===== src/rtl/max_reduce_pipe_if.sv =====
// Vector-in / extremum-out handshake bundle for max_reduce_pipe.
interface max_reduce_pipe_if #(
  parameter int unsigned N = 8,
  parameter int unsigned W = 8
);
  localparam int unsigned IDX_W = $clog2(N);

  logic               valid_in;
  logic               ready_in;
  logic               mode_min;
  logic [N*W-1:0]     data_in;
  logic               ready_out;
  logic               valid_out;
  logic [W-1:0]       ext_out;
  logic [IDX_W-1:0]   idx_out;

  modport master (
    output valid_in, mode_min, data_in, ready_out,
    input  ready_in, valid_out, ext_out, idx_out
  );

  modport slave (
    input  valid_in, mode_min, data_in, ready_out,
    output ready_in, valid_out, ext_out, idx_out
  );
endinterface


===== src/rtl/max_reduce_pipe.sv =====
// Pipelined max/min reduction tree with argmax/argmin index and valid/ready backpressure.
// One tree level per register stage; whole pipe freezes while the result is not taken.
module max_reduce_pipe #(
  parameter int unsigned N      = 8,
  parameter int unsigned W      = 8,
  parameter bit          SIGNED = 1'b1
) (
  input  logic              clk,
  input  logic              rst,
  max_reduce_pipe_if.slave  bus
);
  localparam int unsigned IDX_W = $clog2(N);
  localparam int unsigned L     = $clog2(N);
  localparam int unsigned NODES = N - 1;

  // Heap-style flat tree: positions 0..N-1 are the lanes, node j sits at N+j
  // and its children are at 2j and 2j+1; the root is position 2N-2.
  logic [NODES*W-1:0]         node_val_q;
  logic [NODES*W-1:0]         node_val_nxt;
  logic [NODES*IDX_W-1:0]     node_idx_q;
  logic [NODES*IDX_W-1:0]     node_idx_nxt;
  logic [N*IDX_W-1:0]         lane_idx;
  logic [(2*N-1)*W-1:0]       tree_val;
  logic [(2*N-1)*IDX_W-1:0]   tree_idx;
  logic [L-1:0]               vld_q;
  logic [L-1:0]               mode_lvl;
  logic                       stall;

  function automatic logic b_wins(input logic [W-1:0] a, input logic [W-1:0] b,
                                  input logic mn);
    logic gt;
    logic lt;
    if (SIGNED) begin
      gt = $signed(b) > $signed(a);
      lt = $signed(b) < $signed(a);
    end else begin
      gt = b > a;
      lt = b < a;
    end
    return mn ? lt : gt;
  endfunction

  assign stall         = vld_q[L-1] & ~bus.ready_out;
  assign bus.ready_in  = ~stall;
  assign bus.valid_out = vld_q[L-1];
  assign bus.ext_out   = tree_val[(2*N-2)*W +: W];
  assign bus.idx_out   = tree_idx[(2*N-2)*IDX_W +: IDX_W];

  assign tree_val = {node_val_q, bus.data_in};
  assign tree_idx = {node_idx_q, lane_idx};

  always_comb begin
    lane_idx = '0;
    for (int k = 0; k < int'(N); k++) begin
      lane_idx[k*IDX_W +: IDX_W] = IDX_W'(k);
    end
  end

  // Mode bit travelling alongside the vector; level s compares with mode_lvl[s-1].
  if (L > 1) begin : g_mode
    logic [L-2:0] mode_q;

    always_ff @(posedge clk or negedge rst) begin
      if (!rst) begin
        mode_q <= '0;
      end else if (!stall) begin
        mode_q[0] <= bus.mode_min;
        for (int s = 1; s < int'(L) - 1; s++) begin
          mode_q[s] <= mode_q[s-1];
        end
      end
    end

    assign mode_lvl = {mode_q, bus.mode_min};
  end else begin : g_mode_one
    assign mode_lvl = bus.mode_min;
  end

  // Next value of every tree node; on ties the lower-index operand a is kept.
  always_comb begin
    int unsigned j;
    logic [W-1:0] a;
    logic [W-1:0] b;
    node_val_nxt = '0;
    node_idx_nxt = '0;
    j = 0;
    a = '0;
    b = '0;
    for (int s = 1; s <= int'(L); s++) begin
      for (int k = 0; k < int'(N >> s); k++) begin
        j = (N - 2 * (N >> s)) + k;
        a = tree_val[(2*j)*W +: W];
        b = tree_val[(2*j+1)*W +: W];
        if (b_wins(a, b, mode_lvl[s-1])) begin
          node_val_nxt[j*W +: W]         = b;
          node_idx_nxt[j*IDX_W +: IDX_W] = tree_idx[(2*j+1)*IDX_W +: IDX_W];
        end else begin
          node_val_nxt[j*W +: W]         = a;
          node_idx_nxt[j*IDX_W +: IDX_W] = tree_idx[(2*j)*IDX_W +: IDX_W];
        end
      end
    end
  end

  always_ff @(posedge clk or negedge rst) begin
    if (!rst) begin
      node_val_q <= '0;
      node_idx_q <= '0;
      vld_q      <= '0;
    end else if (!stall) begin
      node_val_q <= node_val_nxt;
      node_idx_q <= node_idx_nxt;
      vld_q[0]   <= bus.valid_in;
      for (int s = 1; s < int'(L); s++) begin
        vld_q[s] <= vld_q[s-1];
      end
    end
  end
endmodule


===== src/flat_wrapper.sv =====
// flat-port wrapper written by rule: the top's interface ports become plain ports
module max_reduce_pipe_flat 
#(
  parameter int unsigned N      = 8,
  parameter int unsigned W      = 8,
  parameter bit          SIGNED = 1'b1
)
  (clk, rst, bus_valid_in, bus_mode_min, bus_data_in, bus_ready_out, bus_ready_in, bus_valid_out, bus_ext_out, bus_idx_out);
  max_reduce_pipe_if #(.N(N), .W(W)) bus_i ();
  input  logic clk;
  input  logic rst;
  input wire logic [$bits(bus_i.valid_in)-1:0] bus_valid_in;
  input wire logic [$bits(bus_i.mode_min)-1:0] bus_mode_min;
  input wire logic [$bits(bus_i.data_in)-1:0] bus_data_in;
  input wire logic [$bits(bus_i.ready_out)-1:0] bus_ready_out;
  output wire logic [$bits(bus_i.ready_in)-1:0] bus_ready_in;
  output wire logic [$bits(bus_i.valid_out)-1:0] bus_valid_out;
  output wire logic [$bits(bus_i.ext_out)-1:0] bus_ext_out;
  output wire logic [$bits(bus_i.idx_out)-1:0] bus_idx_out;
  assign bus_i.valid_in = bus_valid_in;
  assign bus_i.mode_min = bus_mode_min;
  assign bus_i.data_in = bus_data_in;
  assign bus_i.ready_out = bus_ready_out;
  assign bus_ready_in = bus_i.ready_in;
  assign bus_valid_out = bus_i.valid_out;
  assign bus_ext_out = bus_i.ext_out;
  assign bus_idx_out = bus_i.idx_out;
  max_reduce_pipe #(.N(N), .W(W), .SIGNED(SIGNED)) u_core (.clk(clk), .rst(rst), .bus(bus_i));
endmodule

===== config.mk =====
export PLATFORM = sky130hd
export DESIGN_NAME = max_reduce_pipe_flat
export DESIGN_NICKNAME = d
export VERILOG_FILES = /design/src/rtl/max_reduce_pipe_if.sv /design/src/rtl/max_reduce_pipe.sv /design/src/flat_wrapper.sv
export SDC_FILE = /design/constraint.sdc
export NUM_CORES = 1
export LEC_CHECK = 0
export ABC_AREA = 1
export BUFFER_PORTS_ARGS = -buffer_cell sky130_fd_sc_hd__buf_2
export CORE_UTILIZATION = 50
export DETAILED_ROUTE_END_ITERATION = 8
export HOLD_SLACK_MARGIN = 0.03
export PLACE_DENSITY_LB_ADDON = 0.08
export SETUP_SLACK_MARGIN = 0.3
export SYNTH_ARGS = -nofsm -noshare
export SYNTH_HDL_FRONTEND = slang
export SYNTH_SLANG_ARGS = --single-unit

===== constraint.sdc =====
create_clock -name clk -period 2.4 [get_ports clk]
set_input_delay 0.48 -clock clk [delete_from_list [all_inputs] [get_ports clk]]
set_output_delay 0.48 -clock clk [all_outputs]
set_load 0.005 [all_outputs]

==> summary.md <==
| Metric | Value |
|---|---|
| Global-route usage over all layers | `0.2191` |
| Mapped Cells | `811` |
| Critical path launch point type | `register` |
| Hold crit path type | `primary input to async pin` |
| Synth unique cells | `28` |
| Clock Tree Root | `clkbuf_16` |
| Initial Util | `0.5210` |
| TritonRoute pass-1 iters | `4` |
| Port Buffers | `81` |
| Avg Inst Size Synth | `7.055 µm²` |
| Worst-path clk slew | `60 ps` |
| Fmax | `496.8 MHz` |
| Core Footprint | `10980 µm²` |
| Final net count | `1007` |
| CP Cell Sequence | `inv_1 > ha_1 > nand2_2 > nor2_2 > nand3_1 > o21ai_2 > nand3_4 > nand2_8 > nand2_1 > nand3_1 > nand2_1` |
| DIE AREA | `11880 µm²` |
| Global-route wire length before repair | `20.80 mm` |
| FP Rows | `38` |
| Num ports | `approximately 80` |
| Max-slew violation count | `0` |
| Power Density | `1096 nW/µm²` |
| Vias in the first global route | `~4800` |
| Starting DRC count in detailed routing | `186` |
| Share of layout cells above drive strength 1 | `0.1702` |
| Layout Cells excl Fill | `around 1000` |
| CTS HTree Levels | `3` |
| Status | `completed` |
| CP arrival | `2230 ps` |
| Routed Antenna Nets | `0` |
| Bufs on Longest Clock Path | `2` |
| Critical path peak fanout | `10` |
| TritonCTS clock tree | `yes` |
| Mapped Nets | `936` |
| Slew @ Worst Pin | `706.6 ps` |
| Internal reg-to-reg setup slack | `390 ps` |
| Diode count | `0` |
| Die span in x | `between 100 and 150 µm` |
| Max_cap viols | `0` |
| Final period util | `0.8387` |
| Worst R2R Path Depth | `11` |
| #FFs+latches synth | `between 70 and 80` |
| Mux cell area share after synthesis | `0` |
| WL/cell | `11.73 µm` |
| Final hold vios | `0` |
| Post-synthesis simple-gate area fraction | `0.3814` |
| Sequential Power Share | `0.294` |
| Worst IR drop on VDD | `665.3 µV` |
| Cell area after synthesis | `approximately 5700 µm²` |
| Sequential fraction of the synthesis area | `0.3236` |
| Sink Count | `74` |
| CP endpoint kind | `register` |
| Sw Ratio | `0.4403` |
| Cell Count Post-Placement | `1010` |
| Gate power share | `0.520` |
| Synth Area in Adders | `0.1225` |
| Worst setup path class | `register to register` |
| Area grow syn2layout | `13.73%` |
| Final Setup Violations | `0` |
| Largest family of logic cells by synthesized area | `simple AND/OR/NAND/NOR gates` |
| Power share of the clock group | `0.187` |
| Hold WS | `151.2 ps` |
| Switch Pwr | `3142 µW` |
| Setup TNS | `0 ps` |
| Vias per Instance | `roughly 4.9` |
| Total CTS buffers | `9` |
| Post-Synth XOR/XNOR Area | `0` |
| Clock skew | `5.896 ps` |
| Placer Congestion | `0.8477` |
| DPL Wire Length | `9.392 mm` |
| Ys Warns | `0` |
| CTS Hold Bufs | `0` |
| Die Height | `109.0 µm` |
| Via count | `5074` |
| Synth Area in Compound Gates | `0.03871` |
| Worst path slowest cell | `ha_1` |
| RSZ-0062 raised after global routing | `true` |
| Period minus WS final | `2013 ps` |
| Post-detailed-routing wire length | `about 12 mm` |
| Leakage | `between 0.003 and 0.004 µW` |
| Max_slew headroom | `0.5289` |
| DRC violations left | `0` |
| Remaining global-route overflow | `0` |
| Worst-Skew Late Latency | `about 330 ps` |
| Largest net degree at the start of global routing | `76` |
| Worst path max stage delay | `370 ps` |
| Antenna violations before repair | `0` |
| Pint | `3993 µW` |
| Req. time, crit path | `approximately 2600 ps` |
through the flow:
stage	setup slack, ps	power [µW]	instance area (µm²)	utilization
global placement	285.0	5611	6191	0.5637
floorplan	536.3	5034	5722	-
detailed placement	250.1	5762	6191	0.5637
global route	249.6	7876	6507	0.5925
CTS	388.5	7142	6489	0.5908
finish	387.2	7135	6507	0.5925
power groups by stage:
stage	logic [µW]	clock network, µW	registers (µW)
floorplan	3030	0	2000
global placement	3510	0	2100
detailed placement	3650	0	2120
CTS	3690	1360	2100
global route	4300	1410	2160
finish	3710	1330	2100
critical path: cells and delay by family (launching register included):
family,cells,cell delay [ps]
simple gates,8,900
buf+inv,1,80
fa+ha+maj,1,370
compound gates,1,180
flops,1,360
worst paths after layout:
path                                                    from                                 to
max                        u_core.node_val_q[23]$_DFFE_PN0N_  u_core.node_val_q[46]$_DFFE_PN0N_
min                                                      rst  u_core.node_val_q[51]$_DFFE_PN0N_
max reg2reg                u_core.node_val_q[23]$_DFFE_PN0N_  u_core.node_val_q[46]$_DFFE_PN0N_
min reg2reg                      u_core.vld_q[1]$_DFFE_PN0N_        u_core.vld_q[2]$_DFFE_PN0N_
max in group asynchronous                                rst   u_core.node_idx_q[0]$_DFFE_PN0N_
min in group clk                                bus_valid_in        u_core.vld_q[0]$_DFFE_PN0N_
logic make-up (layout without fill, tap and decap cells):
kind of cell | Yosys count | after routing
fa+ha+maj | 56 | 56
flops | 74 | 74
compound gates | 38 | 38
buf+inv | 184 | 260
simple gates | 459 | 459
layer usage:
layer,GRT usage,part of all wire,up-vias
li1,-,-,2682
met1,0.2870,0.49,2289
met2,0.3652,0.47,82
met3,0.03945,0.030,21
met4,0.06757,0.017,0
met5,0,0,-
flip-flops by register name (all words and copies together) (netlist names):
register,cells
u_core.node_idx_q,13
u_core.vld_q,3
u_core.g_mode.mode_q,2
u_core.node_val_q,56
cell type report:
cell class                 count  area, µm²
inverter                     155      581.8
multi-input combinational    553       3123
timing repair buffer          89      478.0
clock inverter                 4      51.30
fill                        1054       4476
tap                          140      175.2
sequential                    74       1852
clock buffer                  12      246.5
synth_stat cells:
| master | instances | area [µm²] |
|---|---|---|
| clkbuf_1 | 7 | 26.28 |
| a21oi_1 | 16 | 80.08 |
| nor2_1 | 10 | 37.54 |
| nor2_4 | 3 | 33.78 |
| dfrtp_1 | 74 | 1852 |
| inv_1 | 153 | 574.3 |
| nor2_2 | 9 | 56.30 |
| o21ai_2 | 2 | 17.52 |
| nand2_1 | 267 | 1002 |
| buf_1 | 1 | 3.750 |
| nand3_2 | 1 | 10.01 |
| nand2_4 | 5 | 56.30 |
| inv_2 | 1 | 3.750 |
| o22ai_1 | 2 | 12.51 |
| nand3_1 | 142 | 710.7 |
| buf_2 | 3 | 15.01 |
| nand3_4 | 11 | 192.7 |
| or2_2 | 2 | 12.51 |
| nand2_2 | 8 | 50.05 |
| nand2_8 | 1 | 20.02 |
| clkinv_1 | 1 | 3.750 |
| buf_6 | 1 | 11.26 |
| buf_4 | 17 | 127.6 |
| a21o_1 | 4 | 30.03 |
| ha_1 | 56 | 700.7 |
| o21ai_0 | 8 | 40.04 |
| o21ai_1 | 3 | 15.01 |
| a21o_2 | 3 | 26.28 |
what timing repair did:
item | CTS | global route
endpoints found under the setup margin | 0 | 29
gates resized for setup | 0 | 2
buffers inserted | 0 | 1
hold endpoints to repair | 0 | 0
cells in the final DEF (no fill, tap or decap), types with 4 or more instances in the layout:
master | netlist | final
nand2_4 | 5 | 4
dfrtp_1 | 74 | 74
inv_1 | 153 | 153
nor2_2 | 9 | 9
nand3_1 | 142 | 142
nor2_1 | 10 | 9
a21o_1 | 4 | 4
buf_2 | 3 | 81
o21ai_0 | 8 | 8
nand3_4 | 11 | 11
clkbuf_16 | 0 | 9
buf_4 | 17 | 7
ha_1 | 56 | 56
nand2_2 | 8 | 9
nor2_4 | 3 | 4
nand2_1 | 267 | 266
a21oi_1 | 16 | 16
(Power assumes the default switching activity.)
